===== config.mk =====
export PLATFORM = sky130hd
export DESIGN_NAME = sipo_rx_ctrl
export DESIGN_NICKNAME = d
export VERILOG_FILES = /design/src/rtl/sipo_rx_pkg.sv /design/src/rtl/sync2.sv /design/src/rtl/sipo_rx_ctrl.sv
export SDC_FILE = /design/constraint.sdc
export NUM_CORES = 1
export LEC_CHECK = 0
export ABC_AREA = 1
export CAP_MARGIN = 20
export CORE_MARGIN = 2
export CORE_UTILIZATION = 50
export CTS_CLUSTER_DIAMETER = 200
export DETAILED_ROUTE_END_ITERATION = 8
export PLACE_DENSITY = 0.91
export SLEW_MARGIN = 25
export SYNTH_ARGS = -nofsm -noshare
export SYNTH_HDL_FRONTEND = slang
export SYNTH_SLANG_ARGS = --single-unit

===== constraint.sdc =====
create_clock -name clk -period 2.9 [get_ports clk]
set_clock_uncertainty 0.2 [all_clocks]
set_input_delay 0.435 -clock clk [delete_from_list [all_inputs] [get_ports clk]]
set_output_delay 0.435 -clock clk [all_outputs]
set_load 0.01 [all_outputs]

===== src/rtl/sipo_rx_pkg.sv =====
// Shared types and defaults for the serial-link SIPO receive controller.
package sipo_rx_pkg;

  localparam int OVERSAMPLE_DEF = 16;
  localparam int DATA_BITS_DEF  = 8;

  typedef enum logic [1:0] {
    IDLE  = 2'd0,
    START = 2'd1,
    DATA  = 2'd2,
    STOP  = 2'd3
  } rx_state_e;

endpackage


===== src/rtl/sync2.sv =====
// Two-flop synchroniser for an asynchronous input; both stages reset to 1 (idle line).
module sync2 (
  input  logic clk,
  input  logic rst,
  input  logic d,
  output logic q
);

  logic meta;

  // NOTE: non-blocking assignments make meta->q a true two-stage pipeline;
  // blocking here would collapse both stages into a single flop.
  always_ff @(posedge clk) begin
    if (rst) begin
      meta <= 1'b1;
      q    <= 1'b1;
    end else begin
      meta <= d;
      q    <= meta;
    end
  end

endmodule


===== src/rtl/sipo_rx_ctrl.sv =====
// Receive sequencer for the 8-bit SIPO: start detect, mid-bit shift pulses,
// stop check, holding register with valid/ack handshake and overrun flag.
module sipo_rx_ctrl
  import sipo_rx_pkg::*;
#(
  parameter int OVERSAMPLE = OVERSAMPLE_DEF,
  parameter int DATA_BITS  = DATA_BITS_DEF
) (
  input  logic                 clk,
  input  logic                 rst,
  input  logic                 baud_tick,
  input  logic                 serial_in,
  output logic                 rx_bit,
  output logic                 sipo_shift_en,
  input  logic [DATA_BITS-1:0] sipo_q,
  output logic [DATA_BITS-1:0] rx_byte,
  output logic                 rx_valid,
  input  logic                 rx_ack,
  output logic                 frame_err,
  output logic                 overrun,
  output logic                 busy
);

  localparam int TW = $clog2(OVERSAMPLE);
  localparam int BW = $clog2(DATA_BITS + 1);

  localparam logic [TW-1:0] TICK_MID = TW'(OVERSAMPLE / 2 - 1);
  localparam logic [TW-1:0] TICK_END = TW'(OVERSAMPLE - 1);
  localparam logic [BW-1:0] BIT_LAST = BW'(DATA_BITS - 1);

  rx_state_e     state_q, state_d;
  logic [TW-1:0] tick_q, tick_d;
  logic [BW-1:0] bit_q, bit_d;
  logic          shift, capture, ferr;

  sync2 u_sync (
    .clk (clk),
    .rst (rst),
    .d   (serial_in),
    .q   (rx_bit)
  );

  always_ff @(posedge clk) begin
    if (rst) begin
      state_q <= IDLE;
      tick_q  <= '0;
      bit_q   <= '0;
    end else begin
      state_q <= state_d;
      tick_q  <= tick_d;
      bit_q   <= bit_d;
    end
  end

  always_comb begin
    // NOTE: every output of this block gets a default first so that paths
    // that do not assign it hold a defined value instead of inferring a latch.
    state_d = state_q;
    tick_d  = tick_q;
    bit_d   = bit_q;
    shift   = 1'b0;
    capture = 1'b0;
    ferr    = 1'b0;

    if (baud_tick) begin
      unique case (state_q)
        IDLE: begin
          if (!rx_bit) begin
            state_d = START;
            tick_d  = '0;
          end
        end
        START: begin
          if (tick_q == TICK_MID) begin
            tick_d  = '0;
            bit_d   = '0;
            state_d = rx_bit ? IDLE : DATA;
          end else begin
            tick_d = tick_q + 1'b1;
          end
        end
        DATA: begin
          if (tick_q == TICK_END) begin
            shift  = 1'b1;
            tick_d = '0;
            bit_d  = bit_q + 1'b1;
            if (bit_q == BIT_LAST) state_d = STOP;
          end else begin
            tick_d = tick_q + 1'b1;
          end
        end
        STOP: begin
          if (tick_q == TICK_END) begin
            tick_d  = '0;
            state_d = IDLE;
            if (rx_bit) capture = 1'b1;
            else        ferr    = 1'b1;
          end else begin
            tick_d = tick_q + 1'b1;
          end
        end
        default: state_d = IDLE;
      endcase
    end
  end

  // Pulses and busy are forced low while rst is held, not only after the edge.
  assign sipo_shift_en = shift & ~rst;
  assign frame_err     = ferr & ~rst;
  assign busy          = (state_q != IDLE) & ~rst;

  // A capture coinciding with rx_ack consumes the old word, so no overrun.
  always_ff @(posedge clk) begin
    if (rst) begin
      rx_byte  <= '0;
      rx_valid <= 1'b0;
      overrun  <= 1'b0;
    end else if (capture) begin
      rx_byte  <= sipo_q;
      rx_valid <= 1'b1;
      overrun  <= rx_valid & ~rx_ack;
    end else if (rx_ack && rx_valid) begin
      rx_valid <= 1'b0;
      overrun  <= 1'b0;
    end
  end

endmodule


======== Word level (Yosys, flattened, before mapping) ========
Index checks and enable logic that the tools add are counted.
word-level totals
  bits in registers ....................... 22
  logic and storage cells ................. 64
  output and inout bits ................... 14
operators by class
  reduce and logical (&&, ||, !) cells .... 9
  equal/unequal tests ..................... 11
  muxes and demuxes ....................... 28
  bitwise gates (word level) .............. 6
  add/sub/neg operators ................... 2
operators with widths
  cell                                                 number
  2-to-1 mux 4 bit                                     5
  2-to-1 mux 1 bit                                     14
  2-to-1 mux 2 bit                                     6
  case mux 4 bit (3 select lines)                      1
  != test 2 bit, second input constant                 5
  adder 4 x 1 -> 4 bit, second input constant          2
  equality test 4 x 3 -> 1 bit, second input constant  2
  case mux 2 bit (4 select lines)                      1
  case mux 4 bit (2 select lines)                      1
  AND reduction 6 bit                                  1
  nonzero test 2 bit                                   3
  bitwise AND 1 bit                                    4
  equality test 2 bit, second input constant           2
  equality test 4 bit, second input constant           1
  AND reduction 4 bit                                  1
  equality test 2 x 1 -> 1 bit, second input constant  1
  zero test 2 bit                                      1
  inverter 1 bit                                       2
  AND reduction 2 bit                                  1
  OR reduction 2 bit                                   1
  logical AND 1 bit                                    1

======== Depth between registers and ports, before layout ========
  depth in word-level cells ............... 5
  gate-level depth with buffers ........... 8
  mapped depth without buffers ............ 8

======== Cells and area by module ========
Synthesis repeated with hierarchy kept, for this count alone.
second synthesis, totals
  cells, all modules ...................... 147
  area total of the unflattened synthesis .. 1014.7 µm²
by module, submodules not included
  module        area each (µm²)  instances  cells an instance
  sipo_rx_ctrl  955.9            1          140
  sync2         58.8             1          7

======== Least setup slack after synthesis ========
Ideal clock, no wire load.
  kind .................................... register to output
  from .................................... register tick_q[0]
  to ...................................... output port frame_err
  path buffers ............................ 0
  arrival ................................. 1.176 ns
  stages on the path, launching flop included .. 6
  setup slack ............................. 1.089 ns
  path through ............................ dfxtp_1 ha_1 nand3_1 inv_1 nand2_1 nor4_1
on the way
  cells in the longest elaborated chain, start to end .. 5
ends and longest elaborated chain
  item                    line                 text
  from (decl)             sipo_rx_ctrl.sv:32   logic [TW-1:0] tick_q, tick_d;
  from (signal assigned)  sipo_rx_ctrl.sv:50   tick_q <= tick_d;
  equality test 4 bit     sipo_rx_ctrl.sv:93   if (tick_q == TICK_END) begin
  2-to-1 mux 1 bit        sipo_rx_ctrl.sv:93
  2-to-1 mux 1 bit        sipo_rx_ctrl.sv:66   unique case (state_q)
  2-to-1 mux 1 bit        sipo_rx_ctrl.sv:65   if (baud_tick) begin
  bitwise AND 1 bit       sipo_rx_ctrl.sv:109  assign frame_err = ferr & ~rst;
  to (decl)               sipo_rx_ctrl.sv:19   output logic frame_err,
Every way passes these cells.

======== Final worst setup path ========
Same ends and word-level chain as after synthesis.

==> run_results.csv <==
group,metric,value,unit
synth,ys_seq_area_share,42.6,%
sta,timing.final.ws_setup,0.195,ns
route,vias,1012,
route,ant_nets,0,
worst_setup_path,slowest_stage,"clkdlybuf4s50_1",
placement,port_buffers,26,
sta,relSlewSlack,70.7,%
floorplan,die-area,2450,um^2
sta,rsz0062_at_grt,"false",
grt,grt_max_degree,18,
finish,antennaDiodeCount,0,
synth,yosysWarnings,0,
finish,fin_nets,185,
pwr,p_per_area,371,nW/um^2
finish,multi_input_area,504,um^2
finish,fillCellCount,188,
route,routed_wl,2150,um
clock_tree,cts_buffer_depth,2,
synth,synthesis.area,1030,um^2
pwr,ir_drop,0.285,mV
floorplan,dieWidth,49.5,um
pwr,power,0.489,mW
clock_tree,root_buffer,"clkbuf_4",
floorplan,initial_core_util,52.7,%
floorplan,die_h,49.5,um
clock_tree,h-tree-depth,1,
grt,grt_pass1_wl,3800,um
synth,syn_area_per_cell,7.24,um^2
clock_tree,clk_latency,0.30,ns
synth,synthCells,143,
clock_tree,numCtsBuffers,3,
flow_run,drv_cap,0,
floorplan,io_pins,27,
route,drtIter0Drc,20,
clock_tree,cts.sinks,22,
sta,final_hold_viol_count,0,
finish,drive_above_1_share,8.33,%
finish,regArea,440,um^2
worst_setup_path,crit_arrival,2.07,ns
worst_setup_path,regToRegSetupSlack,1.21,ns
outcome,status,"completed",
placement,gp_congestion,0.853,
worst_setup_path,cp.required,2.27,ns
worst_setup_path,critPathCaptureType,"output pin",
grt,antenna_found_initial,0,
synth,yosysUniqueCellTypes,22,
route,viasPerCell,5.19,
clock_tree,cts_resized,0,
synth,syn_nets,158,
route,wire_per_inst,11.0,um
floorplan,row_count,16,
worst_hold_path,hold_class,"reg2reg",
grt,grt_overflow,0,
clock_tree,cts_tree,"built",
route,drtPass1Iterations,4,
sta,fmax,0.370,GHz
worst_setup_path,worstPathCellList,"ha_1, nand3_1, inv_1, nand2_1, nor4_1, clkdlybuf4s50_1",
sta,period_needed,2.70,ns
placement,dp_hpwl,1680,um
floorplan,core,1960,um^2
finish,areaGrowthSynthToFinish,27.4,%
grt,track_usage,19.9,%
worst_setup_path,cp-start-kind,"register",
clock_tree,ctsHoldBuffers,0,
placement,post-place-ws,0.344,ns
sta,worst_pin_slew,0.438,ns
worst_setup_path,cp_max_fo,4,
sta,tns,0,ns
clock_tree,clkSlewWorstSetupHoldPaths,0.11,ns
grt,grt_pass1_vias,948,
route,remaining_drc_errors,0,
pwr,leakage,0.528,nW
sta,drv_slew,0,
sta,finalSetupViolCount,0,
clock_tree,cts_setup_buffers,0,
worst_setup_path,max_stage_delay,0.59,ns
synth,ys_ff_latch,22,
sta,fin_crit_sh,93.3,%
worst_setup_path,crit_type,"reg2out",
kinds of logic (layout without fill, tap and decap cells):
logic type | count (synthesis) | in the layout | share of synthesized area, %
AND/OR/NAND/NOR | 78 | 78 | 35.2
AO/OA/AOI/OAI | 23 | 23 | 11.1
flip-flops | 22 | 22 | 42.6
buffers and inverters | 18 | 43 | 8.71
adder cells (fa/ha/maj) | 2 | 2 | 2.42
where the power goes:
part / switching [mW] / leakage [nW] / internal, mW / total [mW]
combinational: 0.0242 / 0.337 / 0.0250 / 0.0492
sequential: 0.00297 / 0.178 / 0.305 / 0.308
clock: 0.0833 / 0.0138 / 0.0485 / 0.132
total: 0.111 / 0.528 / 0.379 / 0.489
cells in the final DEF (no fill, tap or decap):
master / netlist / routed
a21oi_1: 11 / 11
buf_4: 1 / 1
clkbuf_4: 0 / 3
clkdlybuf4s50_1: 0 / 26
clkinv_2: 1 / 1
dfxtp_1: 22 / 22
ha_1: 2 / 2
inv_1: 11 / 11
inv_2: 1 / 1
nand2_1: 27 / 27
nand2_4: 1 / 1
nand3_1: 15 / 15
nand3_2: 2 / 2
nand3_4: 1 / 1
nor2_1: 26 / 26
nor2_2: 1 / 1
nor2_4: 1 / 1
nor3_1: 1 / 1
nor4_1: 1 / 1
o21ai_0: 10 / 10
o21ai_1: 2 / 2
or2_2: 2 / 2
Yosys cell counts:
library cell,n,area share [%]
inv_1,11,4.0
clkinv_2,1,0.48
nand3_1,15,7.3
nand3_4,1,1.7
nor3_1,1,0.48
inv_2,1,0.36
dfxtp_1,22,43
nand2_4,1,1.1
nor4_1,1,0.60
or2_2,2,1.2
buf_2,2,0.97
ha_1,2,2.4
buf_4,1,0.73
o21ai_1,2,0.97
nand2_1,27,9.8
buf_6,2,2.2
a21oi_1,11,5.3
nor2_4,1,1.1
nor2_1,26,9.4
nor2_2,1,0.60
nand3_2,2,1.9
o21ai_0,10,4.8
metal layers:
metal	track usage, %	up-vias	wire length [um]
li1	-	514	-
met1	22.8	443	903
met2	34.5	46	1020
met3	4.55	9	171
met4	10.2	0	55
met5	0	-	0
registers in the layout, indices dropped and copies added, names as in the netlist, named ones only:
register,cells
tick_q,4
u_sync.meta,1
rx_byte,8
state_q,1
u_sync.q,1
rx_valid,1
bit_q,4
overrun,1
cell type report:
type	count	area share [%]
Sequential cell	22	33.4
Clock buffer	3	1.71
Inverter	13	3.80
Timing Repair Buffer	27	20.3
Tap cell	27	2.56
Multi-Input combinational cell	103	38.2
per-stage QoR:
| step | hold slack, ns | instances | cell area [um^2] | util [%] |
|---|---|---|---|---|
| 6_report | 0.226 | 195 | 1320 | 67.2 |
| 5_1_grt | 0.243 | 195 | 1320 | 67.2 |
| 4_1_cts | 0.229 | 195 | 1320 | 67.2 |
| 3_5_place_dp | 0.204 | 192 | 1300 | 66.1 |
| 3_3_place_gp | 0.201 | 192 | 1300 | 66.1 |
| 2_1_floorplan | 0.189 | 143 | 1030 | - |
worst max-delay path, delay by kind of cell, from the launching register on:
| kind | cells | cell delay, ns |
|---|---|---|
| buffers and inverters | 2 | 0.72 |
| and+or+nand+nor | 3 | 0.42 |
| DFF | 1 | 0.40 |
| adders and majority gates | 1 | 0.22 |
path summary, 6_finish.rpt:
path                to         from  cells after the start
max          frame_err    tick_q[0]                      6
min           u_sync.q  u_sync.meta                      1
max reg2reg    overrun    tick_q[0]                      7
min reg2reg   u_sync.q  u_sync.meta                      1
Power figures use the tool's default switching activity.
